**src/rtl/ctrl_pkg.sv**
```systemverilog
// Shared types and encodings for the multi-cycle MIPS-subset control unit.
// The state enum, opcode values, datapath mux encodings and the packed control word.
package ctrl_pkg;

  typedef enum logic [3:0] {
    FETCH  = 4'd0,
    DECODE = 4'd1,
    EXEC_R = 4'd2,
    WB_R   = 4'd3,
    ADDR   = 4'd4,
    MEM_RD = 4'd5,
    MEM_WR = 4'd6,
    WB_MEM = 4'd7,
    BEQ    = 4'd8,
    BNE    = 4'd9,
    JUMP   = 4'd10
  } state_t;

  localparam int OP_RTYPE = 0;
  localparam int OP_J     = 2;
  localparam int OP_LW    = 4;
  localparam int OP_SW    = 5;
  localparam int OP_BEQ   = 6;
  localparam int OP_BNE   = 7;

  localparam logic [1:0] ALU_ADD    = 2'b00;
  localparam logic [1:0] ALU_SUB_EQ = 2'b01;
  localparam logic [1:0] ALU_SUB_NE = 2'b10;
  localparam logic [1:0] ALU_FUNCT  = 2'b11;

  localparam logic [1:0] SRCB_RT      = 2'b00;
  localparam logic [1:0] SRCB_FOUR    = 2'b01;
  localparam logic [1:0] SRCB_IMM     = 2'b10;
  localparam logic [1:0] SRCB_IMM_SH2 = 2'b11;

  localparam logic [1:0] PCSRC_ALU    = 2'b00;
  localparam logic [1:0] PCSRC_ALUOUT = 2'b01;
  localparam logic [1:0] PCSRC_JUMP   = 2'b10;

  typedef struct packed {
    logic       pc_write;
    logic       pc_write_ne;
    logic       pc_write_eq;
    logic       i_or_d;
    logic       mem_read;
    logic       mem_write;
    logic       ir_write;
    logic       reg_dst;
    logic       mem_to_reg;
    logic       reg_write;
    logic       alu_src_a;
    logic [1:0] alu_src_b;
    logic [1:0] alu_op;
    logic [1:0] pc_source;
    logic       illegal_op;
    logic       mem_err;
  } ctrl_t;

  // States in which the memory port is busy and mem_ready is awaited.
  function automatic logic is_mem_state(input state_t s);
    return (s == FETCH) || (s == MEM_RD) || (s == MEM_WR);
  endfunction

endpackage

```
**src/rtl/mem_wait_timer.sv**
```systemverilog
// Counts consecutive memory wait cycles and flags when the wait budget is used up.
module mem_wait_timer
  import ctrl_pkg::*;
#(
  parameter int WAIT_MAX = 15
) (
  input  logic clk,
  input  logic rst_n,
  input  logic waiting,
  input  logic clear,
  output logic expired
);

  logic [7:0] wait_cnt_q;
  logic [7:0] wait_cnt_d;

  always_comb begin
    wait_cnt_d = wait_cnt_q;
    if (clear) begin
      wait_cnt_d = 8'd0;
    end else if (waiting) begin
      wait_cnt_d = wait_cnt_q + 8'd1;
    end else begin
      wait_cnt_d = wait_cnt_q;
    end
  end

  always_ff @(posedge clk) begin
    if (!rst_n) begin
      wait_cnt_q <= 8'd0;
    end else begin
      wait_cnt_q <= wait_cnt_d;
    end
  end

  assign expired = (wait_cnt_q == 8'(WAIT_MAX));

endmodule

```
**src/rtl/multicycle_control.sv**
```systemverilog
// Multi-cycle control FSM: one datapath phase per cycle, handshaken memory port with
// a bounded wait, illegal opcodes flagged and skipped.
module multicycle_control
  import ctrl_pkg::*;
#(
  parameter int OP_W     = 6,
  parameter int WAIT_MAX = 15
) (
  input  logic            clk,
  input  logic            rst_n,
  input  logic [OP_W-1:0] op,
  input  logic            mem_ready,
  output logic            pc_write,
  output logic            pc_write_ne,
  output logic            pc_write_eq,
  output logic            i_or_d,
  output logic            mem_read,
  output logic            mem_write,
  output logic            ir_write,
  output logic            reg_dst,
  output logic            mem_to_reg,
  output logic            reg_write,
  output logic            alu_src_a,
  output logic [1:0]      alu_src_b,
  output logic [1:0]      alu_op,
  output logic [1:0]      pc_source,
  output logic            illegal_op,
  output logic            mem_err
);

  state_t state_q;
  state_t state_d;
  ctrl_t  ctl_s;
  logic   waiting_s;
  logic   expired_s;
  logic   timeout_s;

  assign waiting_s = is_mem_state(state_q) && !mem_ready;
  assign timeout_s = waiting_s && expired_s;

  // A completed, timed-out or abandoned access restarts the wait budget.
  mem_wait_timer #(.WAIT_MAX(WAIT_MAX)) u_timer (
    .clk     (clk),
    .rst_n   (rst_n),
    .waiting (waiting_s),
    .clear   (!waiting_s || timeout_s),
    .expired (expired_s)
  );

  always_comb begin
    state_d = state_q;
    case (state_q)
      FETCH:  state_d = mem_ready ? DECODE : FETCH;
      DECODE: begin
        if (op == OP_W'(OP_RTYPE))                          state_d = EXEC_R;
        else if (op == OP_W'(OP_LW) || op == OP_W'(OP_SW))  state_d = ADDR;
        else if (op == OP_W'(OP_BEQ))                       state_d = BEQ;
        else if (op == OP_W'(OP_BNE))                       state_d = BNE;
        else if (op == OP_W'(OP_J))                         state_d = JUMP;
        else                                                state_d = FETCH;
      end
      EXEC_R: state_d = WB_R;
      ADDR: begin
        if (op == OP_W'(OP_LW))      state_d = MEM_RD;
        else if (op == OP_W'(OP_SW)) state_d = MEM_WR;
        else                         state_d = FETCH;
      end
      MEM_RD: begin
        if (mem_ready)      state_d = WB_MEM;
        else if (timeout_s) state_d = FETCH;
        else                state_d = MEM_RD;
      end
      MEM_WR: begin
        if (mem_ready || timeout_s) state_d = FETCH;
        else                        state_d = MEM_WR;
      end
      default: state_d = FETCH;
    endcase
  end

  always_ff @(posedge clk) begin
    if (!rst_n) begin
      state_q <= FETCH;
    end else begin
      state_q <= state_d;
    end
  end

  // Reset forces every control line low, even mid-access.
  always_comb begin
    ctl_s = '0;
    case (state_q)
      FETCH: begin
        ctl_s.mem_read  = 1'b1;
        ctl_s.alu_src_b = SRCB_FOUR;
        ctl_s.ir_write  = mem_ready;
        ctl_s.pc_write  = mem_ready;
      end
      DECODE: begin
        ctl_s.alu_src_b  = SRCB_IMM_SH2;
        ctl_s.illegal_op = (state_d == FETCH);
      end
      EXEC_R: begin
        ctl_s.alu_src_a = 1'b1;
        ctl_s.alu_op    = ALU_FUNCT;
      end
      WB_R: begin
        ctl_s.reg_dst   = 1'b1;
        ctl_s.reg_write = 1'b1;
      end
      ADDR: begin
        ctl_s.alu_src_a = 1'b1;
        ctl_s.alu_src_b = SRCB_IMM;
      end
      MEM_RD: begin
        ctl_s.mem_read = 1'b1;
        ctl_s.i_or_d   = 1'b1;
      end
      MEM_WR: begin
        ctl_s.mem_write = 1'b1;
        ctl_s.i_or_d    = 1'b1;
      end
      WB_MEM: begin
        ctl_s.reg_write  = 1'b1;
        ctl_s.mem_to_reg = 1'b1;
      end
      BEQ: begin
        ctl_s.alu_src_a   = 1'b1;
        ctl_s.alu_op      = ALU_SUB_EQ;
        ctl_s.pc_write_eq = 1'b1;
        ctl_s.pc_source   = PCSRC_ALUOUT;
      end
      BNE: begin
        ctl_s.alu_src_a   = 1'b1;
        ctl_s.alu_op      = ALU_SUB_NE;
        ctl_s.pc_write_ne = 1'b1;
        ctl_s.pc_source   = PCSRC_ALUOUT;
      end
      JUMP: begin
        ctl_s.pc_write  = 1'b1;
        ctl_s.pc_source = PCSRC_JUMP;
      end
      default: ctl_s = '0;
    endcase
    ctl_s.mem_err = timeout_s;
    if (!rst_n) begin
      ctl_s = '0;
    end else begin
      ctl_s.mem_err = timeout_s;
    end
  end

  assign pc_write    = ctl_s.pc_write;
  assign pc_write_ne = ctl_s.pc_write_ne;
  assign pc_write_eq = ctl_s.pc_write_eq;
  assign i_or_d      = ctl_s.i_or_d;
  assign mem_read    = ctl_s.mem_read;
  assign mem_write   = ctl_s.mem_write;
  assign ir_write    = ctl_s.ir_write;
  assign reg_dst     = ctl_s.reg_dst;
  assign mem_to_reg  = ctl_s.mem_to_reg;
  assign reg_write   = ctl_s.reg_write;
  assign alu_src_a   = ctl_s.alu_src_a;
  assign alu_src_b   = ctl_s.alu_src_b;
  assign alu_op      = ctl_s.alu_op;
  assign pc_source   = ctl_s.pc_source;
  assign illegal_op  = ctl_s.illegal_op;
  assign mem_err     = ctl_s.mem_err;

endmodule

```
**config.mk**
```make
export PLATFORM = sky130hd
export DESIGN_NAME = multicycle_control
export DESIGN_NICKNAME = d
export VERILOG_FILES = /design/src/rtl/ctrl_pkg.sv /design/src/rtl/mem_wait_timer.sv /design/src/rtl/multicycle_control.sv
export SDC_FILE = /design/constraint.sdc
export NUM_CORES = 1
export LEC_CHECK = 0
export ABC_AREA = 1
export BUFFER_PORTS_ARGS = -buffer_cell sky130_fd_sc_hd__buf_2
export CORE_MARGIN = 2
export CORE_UTILIZATION = 46
export CTS_BUF_LIST = sky130_fd_sc_hd__clkbuf_16
export DETAILED_ROUTE_END_ITERATION = 8
export GPL_TIMING_DRIVEN = 0
export PLACE_DENSITY = 0.75
export SYNTH_ARGS = -nofsm -noshare
export SYNTH_HDL_FRONTEND = slang
export SYNTH_SLANG_ARGS = --single-unit
```
**constraint.sdc**
```tcl
create_clock -name clk -period 1.7 [get_ports clk]
set_clock_uncertainty 0.2 [all_clocks]
set_input_delay 0.34 -clock clk [delete_from_list [all_inputs] [get_ports clk]]
set_output_delay 0.34 -clock clk [all_outputs]
set_load 0.1 [all_outputs]
```
==> results of run 1 <==
## through the flow
| step | setup WS (ps) | hold slack, ps | area [µm²] | std cells |
|---|---|---|---|---|
| floorplan | -509 | 217 | 1310 | 168 |
| global placement | -627 | 225 | 1480 | 221 |
| detailed placement | -647 | 234 | 1480 | 221 |
## cells by family after synthesis
logic type	Yosys count	share of synthesized area, %
compound gates	17	8.99
xor+xnor	2	1.77
fa+ha+maj	1	1.27
buf+inv	26	12.9
flops	12	24.3
simple gates	110	50.8
==> results.yml, run 1 <==
status:
  outcome: "aborted with a tool error"
  lastStage: "4_1_cts"
  firstError: "[ERROR DPL-0038] Utilization greater than 100%, impossible to legalize"
floorplan:
  fp-row-count: 16
  fp.dieW_um: 50.4
  start_util_pct: 49.4
  die_height_um: 50.4
  io_pins: 28
clock_network:
  hold_buffers: 0
  cts_resized: 106
  clockRootBuffer: "clkbuf_16"
  cts_buffers: 3
  htreeDepth: 1
  cts_setup_buffers: 15
  clock_sinks: 12
  clockBufferDepth: 2
logic_synthesis:
  yosysMostFrequentCell: "nand2_1"
  synth_top_flop_cell: "dfxtp_1"
  avgSynthCellArea_um2: 5.88
  yosysUniqueCellTypes: 25
  synth_area_leaders: "dfxtp_1 (24%), nand2_1 (16%), nor2_1 (13%)"
  yosys-top-cells-count: "nand2_1 (43), nor2_1 (34), inv_1 (19)"
  ys_warn_count: 0
  synth_area_um2: 988
  yosysTopAreaCell: "dfxtp_1"
  synthCells: 168
  synth-edff-count: 0
  ys_ff_latch: 12
  synth_async_sr_flop_share_pct: 0
  synth_seq_area_share_pct: 24.3
  synth_top_area_share_pct: 24.3
  synth_fp_nets: 178
placed_design:
  dpl.hpwl_mm: 2.13
  numPortBuffers: 26
  gp_routability_congestion: 0.894
==> run 2, diff against run 1 <==
Settings changed: CORE_AREA set to 2 2 63 65, CORE_MARGIN 2 to unset, CORE_UTILIZATION 46 to unset, CTS_BUF_LIST sky130_fd_sc_hd__clkbuf_16 to unset, DIE_AREA set to 0 0 65 67, PLACE_DENSITY 0.75 to unset, PLACE_DENSITY_LB_ADDON set to 0.15.
Clock period 1.7 ns to 2.2 ns, I/O delays scaled along.
==> run 2 against run 1 <==
  * The flow now finishes, with violations (negative setup slack)
  * Area after synthesis unchanged
  * Synthesized cell count unchanged
==> results.yml, run 2 <==
clock_network:
  clock_sinks: 12
  clockRootBuffer: "clkbuf_8"
  htreeDepth: 1
  cts_buffers: 3
  clockBufferDepth: 2
  hold_buffers: 0
  clk_pin_slew_ps: 50
  cts_tree: "yes"
  clk_latency_ps: 240
hold_path:
  min_from: "op[1]"
  holdPathStages: 3
  hold_path.class: "in -> reg"
  whs_endpoint: "state_q[3]"
cells_and_area:
  syn2layout_area_growth_pct: 74.7
  final_cell_mix: "nand2_1 (33), buf_4 (17), nor2_1 (16), inv_1 (14), nand3_1 (14)"
  fill_cells: 375
  nets: 222
  seqCellArea_um2: 255
  final_common_cell: "nand2_1"
  n_antenna_cell: 0
  layout-drive-gt1-share_pct: 51.7
  regMostFlops: "u_timer.wait_cnt_q"
  largest_reg_flops: 8
  utilization_pct: 47.9
  fin_cells: 259
  reg_top3: "u_timer.wait_cnt_q (8), state_q (4)"
  multiInputGateArea_um2: 863
logic_synthesis:
  yosys-top-cells-count: "nand2_1 (43), nor2_1 (34), inv_1 (19)"
  synth_area_um2: 988
  yosysMostFrequentCell: "nand2_1"
  synth_top_flop_cell: "dfxtp_1"
  synth_area_leaders: "dfxtp_1 (24%), nand2_1 (16%), nor2_1 (13%)"
  ys_warn_count: 0
  synth_top_area_share_pct: 24.3
  avgSynthCellArea_um2: 5.88
  synth_async_sr_flop_share_pct: 0
  synth-edff-count: 0
  synth_fp_nets: 178
  ys_ff_latch: 12
  synth_seq_area_share_pct: 24.3
  yosysTopAreaCell: "dfxtp_1"
  yosysUniqueCellTypes: 25
  synthCells: 168
floorplan:
  fp-row-count: 22
  core_region_area_mm2: 0.00361
  io_pins: 28
  fp.dieW_um: 65
  die_height_um: 67
  dieArea_mm2: 0.00436
  start_util_pct: 27.4
setup_path:
  worstPathMaxFanout: 5
  cp.arrival_ps: 1710
  critical-path-max-stage-delay_ps: 390
  cp-end-kind: "primary output"
  crit_path_start_kind: "register"
  critical_path.cell_chain: "inv_4 > nor2_4 > nand2_2 > nand3_2 > nand3_1 > o21ai_2 > nand2_2 > nor2_4 > buf_12"
  rr_endpoint: "u_timer.wait_cnt_q[3]"
  path_class: "reg -> out"
  rr_worst_depth: 11
  crit_buf_inv: 2
  rr_startpoint: "state_q[1]"
  r2r_setup_slack_ps: 540
  path_delay_family: "simple AND/OR/NAND/NOR gates"
  required_ps: 1560
  critPathSlowestCell: "dfxtp_4"
sta:
  finalSetupTns_ps: -148
  hold-worst-slack_ps: 302
  slew_headroom_pct: 67.8
  final.min_clock_period_ps: 2350
  rsz0062_at_grt: "true"
  fin_crit_sh_pct: 107
  finalWorstSetupSlack_ps: -148
  finalMaxSlewViolations: 0
  max_freq_mhz: 426
  finalHoldViolCount: 0
  worst_slew_pin_slew_ps: 486
  setup_viol: 1
global_routing:
  antenna_found_initial: 0
  grt_pass1_wl_mm: 5.11
  grt_overflow_total: 0
  track_usage_pct: 14.8
  grt_pass1_vias: 1176
  grt_max_degree: 11
power:
  vdd_drop_max_mv: 0.275
  power_density_mw_per_mm2: 370
  leakage_uw: 0.000767
placed_design:
  numPortBuffers: 26
  gp_routability_congestion: 0.820
  dpl.hpwl_mm: 2.17
  dp.cells: 242
drt:
  drt-total-wl_mm: 2.90
  drt_iter0_drc: 56
  drc: 0
  via_per_inst: 4.58
  drtAntennaViolNets: 0
  num_vias: 1186
  wl_per_cell_um: 11.2
  dr.pass1.iters: 4
flow_run:
  max_cap_viol_count: 0
status:
  violations: "negative setup slack"
  outcome: "finished, violations left"
## run 2: layer usage
metal	vias up	wire (µm)	GRT usage, %
met1	530	1300	17.8
met5	-	0	0
li1	618	-	-
met3	4	161	3.21
met2	34	1400	25.4
met4	0	32	6.38
## run 2: final cells by class
| type | count | area share (%) |
|---|---|---|
| plain buffers | 2 | 3.33 |
| clock buffers | 4 | 3.19 |
| inverters | 24 | 5.58 |
| multi-input cells | 130 | 50.0 |
| flip-flops and latches | 12 | 14.8 |
| well taps | 48 | 3.48 |
| repair buffers | 39 | 19.6 |
## run 2: worst reg2reg max path: cells and delay by family (launching register included)
family	cells	cell delay, ps
buf+inv	5	410
simple gates	6	610
flops	1	390
## run 2: worst max path at each step
stage | startpoint | end | cells past startpoint
final | state_q[1] | illegal_op | 9
after global placement | state_q[1] | illegal_op | 9
after CTS | state_q[2] | illegal_op | 9
after detailed placement | state_q[1] | illegal_op | 9
after floorplan | rst_n | pc_source[0] | 3
after global routing | state_q[1] | illegal_op | 9
## run 2: what timing repair did
item                                    4_1_cts  5_1_grt
gates cloned                                  0        0
resized for setup                            40       30
pin swaps                                    11        8
endpoints found under the setup margin       15       14
buffers inserted                              8        6
## run 2: stage by stage
stage / setup WS (ps) / power (µW) / area (µm²)
detailed placement: -277 / 380 / 1370
CTS: -145 / 643 / 1600
global placement: -272 / 378 / 1370
global route: -266 / 670 / 1730
floorplan: -115 / 350 / 1170
finish: -148 / 639 / 1730
## run 2: cell families after synthesis
logic type	share of synthesized area, %
fa+ha+maj	1.27
buf+inv	12.9
simple gates	50.8
compound gates	8.99
flops	24.3
xor+xnor	1.77
## run 2: power breakdown
part / internal, µW / switching, µW
Combinational: 56.4 / 117
Sequential: 218 / 4.50
Clock: 158 / 84.6
No activity file was read; power rests on OpenSTA's default activity.
